--- config.mk ---
export PLATFORM = sky130hd
export DESIGN_NAME = noc_injector
export DESIGN_NICKNAME = d
export VERILOG_FILES = /design/src/rtl/noc_pkg.sv /design/src/rtl/noc_fifo.sv /design/src/rtl/noc_injector.sv
export SDC_FILE = /design/constraint.sdc
export NUM_CORES = 1
export LEC_CHECK = 0
export ABC_AREA = 1
export CORE_ASPECT_RATIO = 0.8
export CORE_MARGIN = 1
export CORE_UTILIZATION = 50
export CTS_CLUSTER_DIAMETER = 150
export DETAILED_ROUTE_END_ITERATION = 8
export GPL_ROUTABILITY_DRIVEN = 0
export PLACE_DENSITY = 0.75
export SLEW_MARGIN = 20
export SYNTH_ARGS = -nofsm -noshare
export SYNTH_HDL_FRONTEND = slang
export SYNTH_SLANG_ARGS = --single-unit
--- constraint.sdc ---
create_clock -name clk -period 1.87 [get_ports clk]
set_input_delay 0.374 -clock clk [delete_from_list [all_inputs] [get_ports clk]]
set_output_delay 0.374 -clock clk [all_outputs]
set_load 0.1 [all_outputs]
--- src/rtl/noc_pkg.sv ---
// Shared types and constants for the NoC injection path.
package noc_pkg;

   localparam int unsigned PACKET_SIZE_DEFAULT = 8;
   localparam int unsigned GAP_W               = 4;

   typedef logic [PACKET_SIZE_DEFAULT-1:0] packet_t;

   typedef enum logic {
      ST_IDLE = 1'b0,
      ST_GAP  = 1'b1
   } inj_state_t;

endpackage

--- src/rtl/noc_fifo.sv ---
// Synchronous FIFO with explicit occupancy count; pointers wrap modulo DEPTH.
module noc_fifo
   import noc_pkg::*;
#(
   parameter int unsigned WIDTH = PACKET_SIZE_DEFAULT,
   parameter int unsigned DEPTH = 4
) (
   input  logic                   clk,
   input  logic                   rst,
   input  logic                   push,
   input  logic                   pop,
   input  logic [WIDTH-1:0]       din,
   output logic [WIDTH-1:0]       dout,
   output logic [$clog2(DEPTH):0] level
);

   localparam int unsigned AW = $clog2(DEPTH);
   localparam int unsigned LW = AW + 1;
   localparam logic [LW-1:0] FULL = LW'(DEPTH);

   logic [WIDTH-1:0] mem [DEPTH];
   logic [AW-1:0]    wr_ptr;
   logic [AW-1:0]    rd_ptr;
   logic [LW-1:0]    count;
   logic             do_push;
   logic             do_pop;

   // Refuse writes when full and reads when empty, independent of the caller.
   assign do_push = push && (count != FULL);
   assign do_pop  = pop && (count != '0);

   assign dout  = mem[rd_ptr];
   assign level = count;

   // Storage array; contents are don't-care while the count says empty.
   always_ff @(posedge clk) begin
      if (do_push) begin
         mem[wr_ptr] <= din;
      end
   end

   // Pointer and occupancy tracking.
   always_ff @(posedge clk or negedge rst) begin
      if (!rst) begin
         wr_ptr <= '0;
         rd_ptr <= '0;
         count  <= '0;
      end else begin
         if (do_push) begin
            wr_ptr <= wr_ptr + AW'(1);
         end
         if (do_pop) begin
            rd_ptr <= rd_ptr + AW'(1);
         end
         case ({do_push, do_pop})
            2'b10:   count <= count + LW'(1);
            2'b01:   count <= count - LW'(1);
            default: count <= count;
         endcase
      end
   end

endmodule

--- src/rtl/noc_injector.sv ---
// Paces packets from a local core into the router left port, one strobe per packet.
module noc_injector
   import noc_pkg::*;
#(
   parameter int unsigned PACKET_SIZE = PACKET_SIZE_DEFAULT,
   parameter int unsigned DEPTH       = 4,
   parameter int unsigned GAP         = 1
) (
   input  logic                   clk,
   input  logic                   rst,
   input  logic [PACKET_SIZE-1:0] core_data,
   input  logic                   core_valid,
   output logic                   core_ready,
   input  logic                   hold,
   output logic [PACKET_SIZE-1:0] left_in,
   output logic                   left_en,
   output logic [$clog2(DEPTH):0] level
);

   localparam int unsigned LW = $clog2(DEPTH) + 1;
   localparam logic [LW-1:0]    FULL     = LW'(DEPTH);
   localparam logic [GAP_W-1:0] GAP_LOAD = GAP_W'(GAP);

   inj_state_t             state;
   logic [GAP_W-1:0]       gap_cnt;
   logic [PACKET_SIZE-1:0] head;
   logic                   push;
   logic                   pop;

   // Ready comes from the registered level only, so a same-cycle pop never frees a slot.
   assign core_ready = (level != FULL);
   assign push       = core_valid && core_ready;
   assign pop        = (state == ST_IDLE) && (level != '0) && !hold;

   noc_fifo #(
      .WIDTH (PACKET_SIZE),
      .DEPTH (DEPTH)
   ) u_fifo (
      .clk   (clk),
      .rst   (rst),
      .push  (push),
      .pop   (pop),
      .din   (core_data),
      .dout  (head),
      .level (level)
   );

   // Pacing controller: strobe on pop, then hold off for GAP idle cycles.
   always_ff @(posedge clk or negedge rst) begin
      if (!rst) begin
         state   <= ST_IDLE;
         gap_cnt <= '0;
         left_en <= 1'b0;
         left_in <= '0;
      end else begin
         case (state)
            ST_IDLE: begin
               if (pop) begin
                  left_en <= 1'b1;
                  left_in <= head;
                  if (GAP > 0) begin
                     gap_cnt <= GAP_LOAD;
                     state   <= ST_GAP;
                  end
               end else begin
                  left_en <= 1'b0;
                  left_in <= '0;
               end
            end
            ST_GAP: begin
               left_en <= 1'b0;
               left_in <= '0;
               gap_cnt <= gap_cnt - GAP_W'(1);
               if (gap_cnt == GAP_W'(1)) begin
                  state <= ST_IDLE;
               end
            end
            default: begin
               state   <= ST_IDLE;
               left_en <= 1'b0;
               left_in <= '0;
            end
         endcase
      end
   end

endmodule

==> results.rst, run 1 <==
.. list-table::
   :header-rows: 1

   * - Metric
     - Value
   * - Required time worst endpoint
     - 2.09 ns
   * - Fin. Hold Viols
     - 0
   * - Endpoint class of the critical path
     - register
   * - Number of filler instances in the final layout
     - ~350
   * - Switch Pwr
     - about 2.3 mW
   * - Number of sinks handled by clock tree synthesis
     - 53
   * - Antenna viol nets, final
     - 0
   * - Average via count per standard cell
     - 4.82
   * - Worst path most repeated cell
     - sky130_fd_sc_hd__nand2_8
   * - Distinct cell type count of the synthesized netlist
     - 21
   * - Die area
     - around 0.0049 mm2
   * - Clock-pin slew reported for the worst setup and hold paths after clock tree synthesis
     - roughly 0.1 ns
   * - Layout cell share with drive strength beyond 1
     - 0.240
   * - Die boundary width
     - between 70 and 80 um
   * - Rows
     - 21
   * - Min-delay worst type
     - in -> async
   * - Total of buffers placed on input and output ports
     - 24
   * - Antenna violations before repair
     - 0
   * - Final-report setup violation count
     - 0
   * - Status
     - complete, no violations
   * - Worst-case register-to-register setup slack
     - 0.04 ns
   * - Count of buffer and inverter cells on the critical path
     - 1
   * - Total number of H-tree levels
     - 2
   * - Clock buffers created by TritonCTS
     - 5
   * - Avg Cell Area, Syn
     - 10.6 um2
   * - Lkg Pwr
     - 1.34 nW
   * - Number of placed I/O pins
     - 25
   * - TritonCTS clock tree
     - built
   * - Max-Slew Margin vs Limit
     - 0.756
   * - Iter 0 DRT Violations
     - 94
   * - Tcrit/Tclk final
     - 0.981
   * - Sum of overflow across all layers after global routing
     - 0
   * - Dpl hpwl
     - 2.74 mm
   * - Global-route wire length before repair
     - 6.52 mm
   * - WP data arrival
     - 2.05 ns
   * - Number of flip-flops and latches in the synthesized netlist
     - 53
   * - Sequential cell fraction of total power
     - 0.355
   * - Worst clock skew
     - between 0.007 and 0.008 ns
   * - Skew-Pair Late Insertion Delay
     - 0.31 ns
   * - Worst-Margin Slew
     - about 0.37 ns
   * - Async SR Flop Fraction
     - 0.396
   * - Number of synthesized flops with an enable pin
     - 32
   * - Max cap viols
     - 0
   * - Kind of cell with the highest combined delay on the critical path
     - simple AND/OR/NAND/NOR gates
   * - Standard cell core area
     - 0.00431 mm2
   * - Final Max Tran Viols
     - 0
   * - Mapped Nets
     - approximately 240
   * - Maximum buffer depth of the clock tree
     - 2
   * - RSZ-0062 raised after global routing
     - yes
   * - Diodes inserted
     - 0
   * - Y dimension of the die
     - 62.9 um
   * - Cell breakdown of the critical path
     - nor2_4, nand2_8, nand2_8, ha_4, inv_2, fa_2, or2_4, nand4_1, nand2_1
   * - Clock root buffer
     - sky130_fd_sc_hd__clkbuf_8
   * - Worst-path fanout max
     - 4
   * - Power density over cell area
     - 1720 mW/mm2
   * - Share of total power in the clock network
     - 0.131
   * - Worst Hold Slack
     - approximately 0.4 ns
   * - Via count of the first global-routing pass
     - 1455
   * - Main flop type after synthesis
     - sky130_fd_sc_hd__edfxtp_1
   * - Portion of the post-synthesis area used by sequential elements
     - 0.641
   * - Aggregate negative setup slack
     - 0 ns
   * - Starting Density
     - 0.538
   * - Number of hold buffers added after CTS
     - 0
   * - DRC violation count after routing
     - 0
   * - Kind of start point of the critical path
     - register
   * - YS warnings
     - 0
   * - Total vias in the final route
     - 1536
   * - Type of the setup path with the least slack
     - reg -> reg
   * - Growth of design area from synthesis to finish
     - 25.3%
   * - Maximum ir drop on the vdd rail
     - 0.942 mV
   * - Final net count
     - about 280
   * - Maximum number of pins on one net before global-route repair
     - 22
   * - Maximum cell stage delay along the critical path
     - 0.50 ns
   * - Aggregate routed wire length
     - 3.99 mm
   * - First drt pass iteration count
     - 4
   * - Fraction of power spent switching nets
     - 0.454
   * - Min Tclk post-route
     - about 1.8 ns
   * - Gate Count Post-Synth
     - 218
   * - Maximum frequency from static timing analysis
     - 545 MHz
   * - Combined global-route utilization of all metal layers
     - 0.186
   * - Internal power contribution
     - 2.73 mW
   * - Combined area of all synthesized cells
     - approximately 0.0023 mm2
   * - Cell with the biggest individual delay on the critical path
     - sky130_fd_sc_hd__dfrtp_4
   * - Routed wire length per instance
     - 12.5 um
   * - Logic gate share of total power
     - 0.514
==> kinds of logic (layout without fill, tap and decap cells) <==
kind of cell | count (synthesis) | after routing | share of synthesized area
xor+xnor | 3 | 3 | 0.0113
fa+ha+maj | 8 | 8 | 0.0464
compound gates | 11 | 11 | 0.0367
simple gates | 101 | 101 | 0.179
buf+inv | 42 | 86 | 0.0853
flops | 53 | 53 | 0.641
==> Yosys cell counts (2+ instances only) <==
master                     count  area (um2)
sky130_fd_sc_hd__buf_6         3        33.8
sky130_fd_sc_hd__a21oi_2       8        70.1
sky130_fd_sc_hd__ha_1          7        87.6
sky130_fd_sc_hd__xnor2_1       2        17.5
sky130_fd_sc_hd__nor2_1        6        22.5
sky130_fd_sc_hd__nand3_1      14        70.1
sky130_fd_sc_hd__inv_1        36         135
sky130_fd_sc_hd__nand2_1      75         282
sky130_fd_sc_hd__or2_2         2        12.5
sky130_fd_sc_hd__dfrtp_1      21         526
sky130_fd_sc_hd__o21ai_0       3        15.0
sky130_fd_sc_hd__edfxtp_1     32         961
==> flip-flops by register name, summed over array words and instances, names as in the netlist <==
signal	flops
u_fifo.mem	32
left_in	8
gap_cnt	4
u_fifo.level	3
u_fifo.rd_ptr	2
u_fifo.wr_ptr	2
left_en	1
state	1
==> worst register-to-register path: stages (launching register included) <==
cell and delay, ns:
sky130_fd_sc_hd__dfrtp_4 0.50, sky130_fd_sc_hd__nor2_4 0.20, sky130_fd_sc_hd__nand2_8 0.09, sky130_fd_sc_hd__nand2_8 0.08, sky130_fd_sc_hd__ha_4 0.12, sky130_fd_sc_hd__inv_2 0.04
sky130_fd_sc_hd__fa_2 0.35, sky130_fd_sc_hd__or2_4 0.24, sky130_fd_sc_hd__nand4_1 0.07, sky130_fd_sc_hd__nand2_1 0.05
==> per-stage QoR <==
step           utilization  std cells  power, mW  worst slack [ns]  instance area [um2]
2_1_floorplan            -        218       3.61            -0.241                 2380
3_3_place_gp         0.648        310       4.26            -0.194                 2790
3_5_place_dp         0.648        310       4.34            -0.257                 2790
4_1_cts              0.670        318       4.99            0.0143                 2890
5_1_grt              0.674        319       5.32           -0.0490                 2910
6_report             0.674        319       5.00            0.0363                 2910
==> power groups by stage <==
stage	Sequential (mW)	Combinational (mW)	Clock (mW)
final	1.78	2.57	0.653
after global routing	1.81	2.80	0.720
after CTS	1.77	2.54	0.667
after detailed placement	1.80	2.54	0
after global placement	1.79	2.47	0
after floorplan	2.42	1.20	0
==> area by class of cell <==
cell class / count / area [um2] / area share
clock buffers: 5 / 68.8 / 0.0237
inverters: 37 / 144 / 0.0495
well taps: 57 / 71.3 / 0.0245
multi-input cells: 123 / 701 / 0.241
repair buffers: 41 / 398 / 0.137
flip-flops and latches: 53 / 1500 / 0.516
clock inverters: 3 / 25.0 / 0.00861
==> layer usage <==
metal | share of wire | track usage
met1 | 0.43 | 0.225
met2 | 0.50 | 0.291
met3 | 0.049 | 0.0511
met4 | 0.021 | 0.125
met5 | 0 | 0
==> cells in the final DEF (no fill, tap or decap), drive strengths merged, types with 2 or more instances in the layout <==
cell type,n
or2,2
nor2,7
o21ai,3
xnor2,2
clkbuf,5
dfrtp,21
clkdlybuf4s50,11
nand3,15
a21oi,8
buf,30
ha,7
nand2,76
edfxtp,32
inv,38
==> worst paths after layout <==
kind                                 start          endpoint  cells past startpoint
setup reg to reg           u_fifo.level[1]   u_fifo.level[2]                      9
setup / recovery           u_fifo.level[1]   u_fifo.level[2]                      9
hold / removal                         rst  u_fifo.rd_ptr[0]                      2
max in group asynchronous              rst   u_fifo.level[2]                      2
min in group clk                gap_cnt[0]        gap_cnt[0]                      2
hold reg to reg                 gap_cnt[0]        gap_cnt[0]                      2
==> timing repair <==
action,4_1_cts,5_1_grt
buffers inserted,0,1
endpoints found under the setup margin,0,2
resized for setup,0,3
Power figures use the tool's default switching activity.
==> run 2, diff against run 1 <==
Settings changed: CELL_PAD_IN_SITES_DETAIL_PLACEMENT from default to 0, CELL_PAD_IN_SITES_GLOBAL_PLACEMENT from default to 1, CORE_UTILIZATION 50 to 39, PLACE_DENSITY 0.75 to default, PLACE_DENSITY_LB_ADDON from default to 0.1.
==> run 2 against run 1 <==
Net effect: clock power rose by 18%; highest routed layer unchanged; sequential power barely moved; design area rose by 2.2%; flip-flop and latch count did not move; clock skew barely moved; critical endpoint unchanged; combinational power barely moved; total power rose by 1.8%; clock-buffer cell count rose by 1; wire length rose by 2.3%; maximum frequency rose by 2.0%.
==> results.rst, run 2 (synthesis results as in run 1) <==
.. list-table::
   :header-rows: 1

   * - Metric
     - Value
   * - Maximum buffer depth of the clock tree
     - 2 (unchanged)
   * - Non-filler cells in the finished layout
     - 340 (+6.6%)
   * - Rows
     - 24 (+14%)
   * - Status
     - complete, no violations
   * - Global-route wire length before repair
     - 6.97 mm (+6.9%)
   * - Worst path most repeated cell
     - sky130_fd_sc_hd__nand2_8
   * - RSZ-0062 raised after global routing
     - yes
   * - Final Max Tran Viols
     - 0 (unchanged)
   * - Skew-Pair Late Insertion Delay
     - 0.31 ns (about the same)
   * - Final net count
     - 281 (unchanged)
   * - Endpoint class of the critical path
     - register
   * - Standard cell core area
     - 0.00559 mm2 (+30%)
   * - Clock buffers created by TritonCTS
     - 5 (unchanged)
   * - Final Core Density
     - 0.531 (-0.143)
   * - Max-Slew Margin vs Limit
     - 0.730 (-0.0264)
   * - Kind of start point of the critical path
     - register
   * - Final-report setup violation count
     - 0 (unchanged)
   * - Maximum frequency from static timing analysis
     - 556 MHz (+2.0%)
   * - TritonCTS clock tree
     - built
   * - Y dimension of the die
     - 71.0 um (+13%)
   * - Maximum cell stage delay along the critical path
     - 0.50 ns (about the same)
   * - WP data arrival
     - 2.00 ns (-0.05 ns)
   * - Number of cells after detailed placement
     - 330 (+6.5%)
   * - Combined global-route utilization of all metal layers
     - 0.152 (-0.0339)
   * - Min Tclk post-route
     - 1.80 ns (-0.0357 ns)
   * - Type of the setup path with the least slack
     - reg -> reg
   * - Maximum number of pins on one net before global-route repair
     - 22 (unchanged)
   * - Number of sinks handled by clock tree synthesis
     - 53 (unchanged)
   * - Required time worst endpoint
     - 2.07 ns (-0.02 ns)
   * - Register with the most flip-flops
     - u_fifo.mem
   * - Iter 0 DRT Violations
     - 59 (-37%)
   * - Kind of cell with the highest combined delay on the critical path
     - simple AND/OR/NAND/NOR gates
   * - Aggregate routed wire length
     - 4.09 mm (+2.3%)
   * - Average via count per standard cell
     - 4.34 (-9.8%)
   * - Routed wire length per instance
     - 12.0 um (-4.0%)
   * - Sum of overflow across all layers after global routing
     - 0 (unchanged)
   * - Tcrit/Tclk final
     - 0.962 (-0.0191)
   * - First drt pass iteration count
     - 4 (unchanged)
   * - Antenna violations before repair
     - 0 (unchanged)
   * - Worst-Margin Slew
     - 0.406 ns (+0.0400 ns)
   * - Die area
     - 0.00626 mm2 (+27%)
   * - Via count of the first global-routing pass
     - 1465 (+0.69%)
   * - Count of buffer and inverter cells on the critical path
     - 1 (unchanged)
   * - Total of buffers placed on input and output ports
     - 24 (unchanged)
   * - Worst-path fanout max
     - 4 (unchanged)
   * - Cell with the biggest individual delay on the critical path
     - sky130_fd_sc_hd__dfrtp_4
   * - Layout cell share with drive strength beyond 1
     - 0.229 (-0.0115)
   * - PnR Total Power
     - 5.09 mW (+1.8%)
   * - Dpl hpwl
     - 2.77 mm (+0.83%)
   * - Diodes inserted
     - 0 (unchanged)
   * - Total vias in the final route
     - 1477 (-3.8%)
   * - Commonest non-fill, non-tap cell in the layout
     - sky130_fd_sc_hd__nand2_1
   * - Aggregate negative setup slack
     - 0 ns (unchanged)
   * - Min-delay worst type
     - in -> async
   * - Cell breakdown of the critical path
     - nor2_4, nand2_8, nand2_8, ha_4, inv_2, fa_2, or2_4, nand4_1, nand2_1
   * - Number of placed I/O pins
     - 25 (unchanged)
   * - Fin. Hold Viols
     - 0 (unchanged)
   * - Starting Density
     - 0.415 (-0.123)
   * - Worst-case register-to-register setup slack
     - 0.07 ns (+0.04 ns)
   * - Antenna viol nets, final
     - 0 (unchanged)
   * - Lkg Pwr
     - 1.36 nW (+1.1%)
   * - Number of hold buffers added after CTS
     - 0 (unchanged)
   * - Max cap viols
     - 0 (unchanged)
   * - Worst clock skew
     - 0.00834 ns (+0.000464 ns)
   * - Die boundary width
     - 88.2 um (+13%)
   * - Growth of design area from synthesis to finish
     - 28.0%
   * - Worst Hold Slack
     - 0.414 ns (+0.0126 ns)
   * - Clock root buffer
     - sky130_fd_sc_hd__clkbuf_8
   * - DRC violation count after routing
     - 0 (unchanged)
   * - Most used cells in the layout excluding fill and tap cells
     - sky130_fd_sc_hd__nand2_1, sky130_fd_sc_hd__inv_1, sky130_fd_sc_hd__edfxtp_1
   * - Total number of H-tree levels
     - 2 (unchanged)
   * - Maximum ir drop on the vdd rail
     - 0.719 mV (-24%)
   * - Power density over cell area
     - 1720 mW/mm2 (-0.30%)
   * - Flip-flop count of the largest register after layout
     - 32 (unchanged)
   * - Regs by FF count
     - u_fifo.mem: 32 flops, left_in: 8 flops, gap_cnt: 4 flops
   * - Clock-pin slew reported for the worst setup and hold paths after clock tree synthesis
     - 0.10 ns (about the same)
[run 2: path summary, 6_finish.rpt]
check,from,depth (start not counted),to
max in group asynchronous,rst,2,u_fifo.level[1]
hold / removal,rst,2,left_in[3]
min in group clk,gap_cnt[0],2,gap_cnt[0]
hold reg to reg,gap_cnt[0],2,gap_cnt[0]
setup reg to reg,u_fifo.level[1],9,u_fifo.level[2]
setup / recovery,u_fifo.level[1],9,u_fifo.level[2]
[run 2: report_power, final]
group	internal (mW)	total (mW)	switching, mW	leakage, nW
registers	1.60	1.78	0.184	0.558
clock network	0.402	0.772	0.370	0.0554
logic	0.869	2.54	1.67	0.744
[run 2: final cells by class]
type / instances / area (um2)
Clock buffer: 6 / 72.6
Tap cell: 78 / 97.6
Inverter: 37 / 144
Multi-Input combinational cell: 123 / 694
Timing Repair Buffer: 41 / 423
Clock inverter: 2 / 38.8
Fill cell: 508 / 2620
Sequential cell: 53 / 1500
[run 2: worst reg2reg max path: stages, from the launching register on]
cell	delay, ns
sky130_fd_sc_hd__dfrtp_4	0.50
sky130_fd_sc_hd__nor2_4	0.19
sky130_fd_sc_hd__nand2_8	0.08
sky130_fd_sc_hd__nand2_8	0.06
sky130_fd_sc_hd__ha_4	0.12
sky130_fd_sc_hd__inv_2	0.03
sky130_fd_sc_hd__fa_2	0.33
sky130_fd_sc_hd__or2_4	0.26
sky130_fd_sc_hd__nand4_1	0.07
sky130_fd_sc_hd__nand2_1	0.05
[run 2: what timing repair did]
| action | CTS | global route |
|---|---|---|
| gates resized for setup | 0 | 1 |
| setup endpoints to repair | 0 | 1 |
| setup buffers | 0 | 2 |
[run 2: through the flow]
| stage | cell area (um2) | worst slack, ns |
|---|---|---|
| detailed placement | 2840 | -0.222 |
| global route | 2970 | -0.0142 |
| finish | 2970 | 0.0720 |
| global placement | 2840 | -0.204 |
| floorplan | 2380 | -0.241 |
| CTS | 2950 | 0.0452 |
[run 2: metal layers]
layer / part of all wire / vias up / track usage
li1: - / 766 / -
met1: 0.47 / 676 / 0.198
met2: 0.46 / 26 / 0.245
met3: 0.046 / 9 / 0.0385
met4: 0.014 / 0 / 0.0573
met5: 0 / - / 0
==> run 3, diff against run 2 <==
Settings changed: SLEW_MARGIN 20 to default.
==> results of run 3 <==
No change in the layout: final DEF, timing and power equal those of run 2.
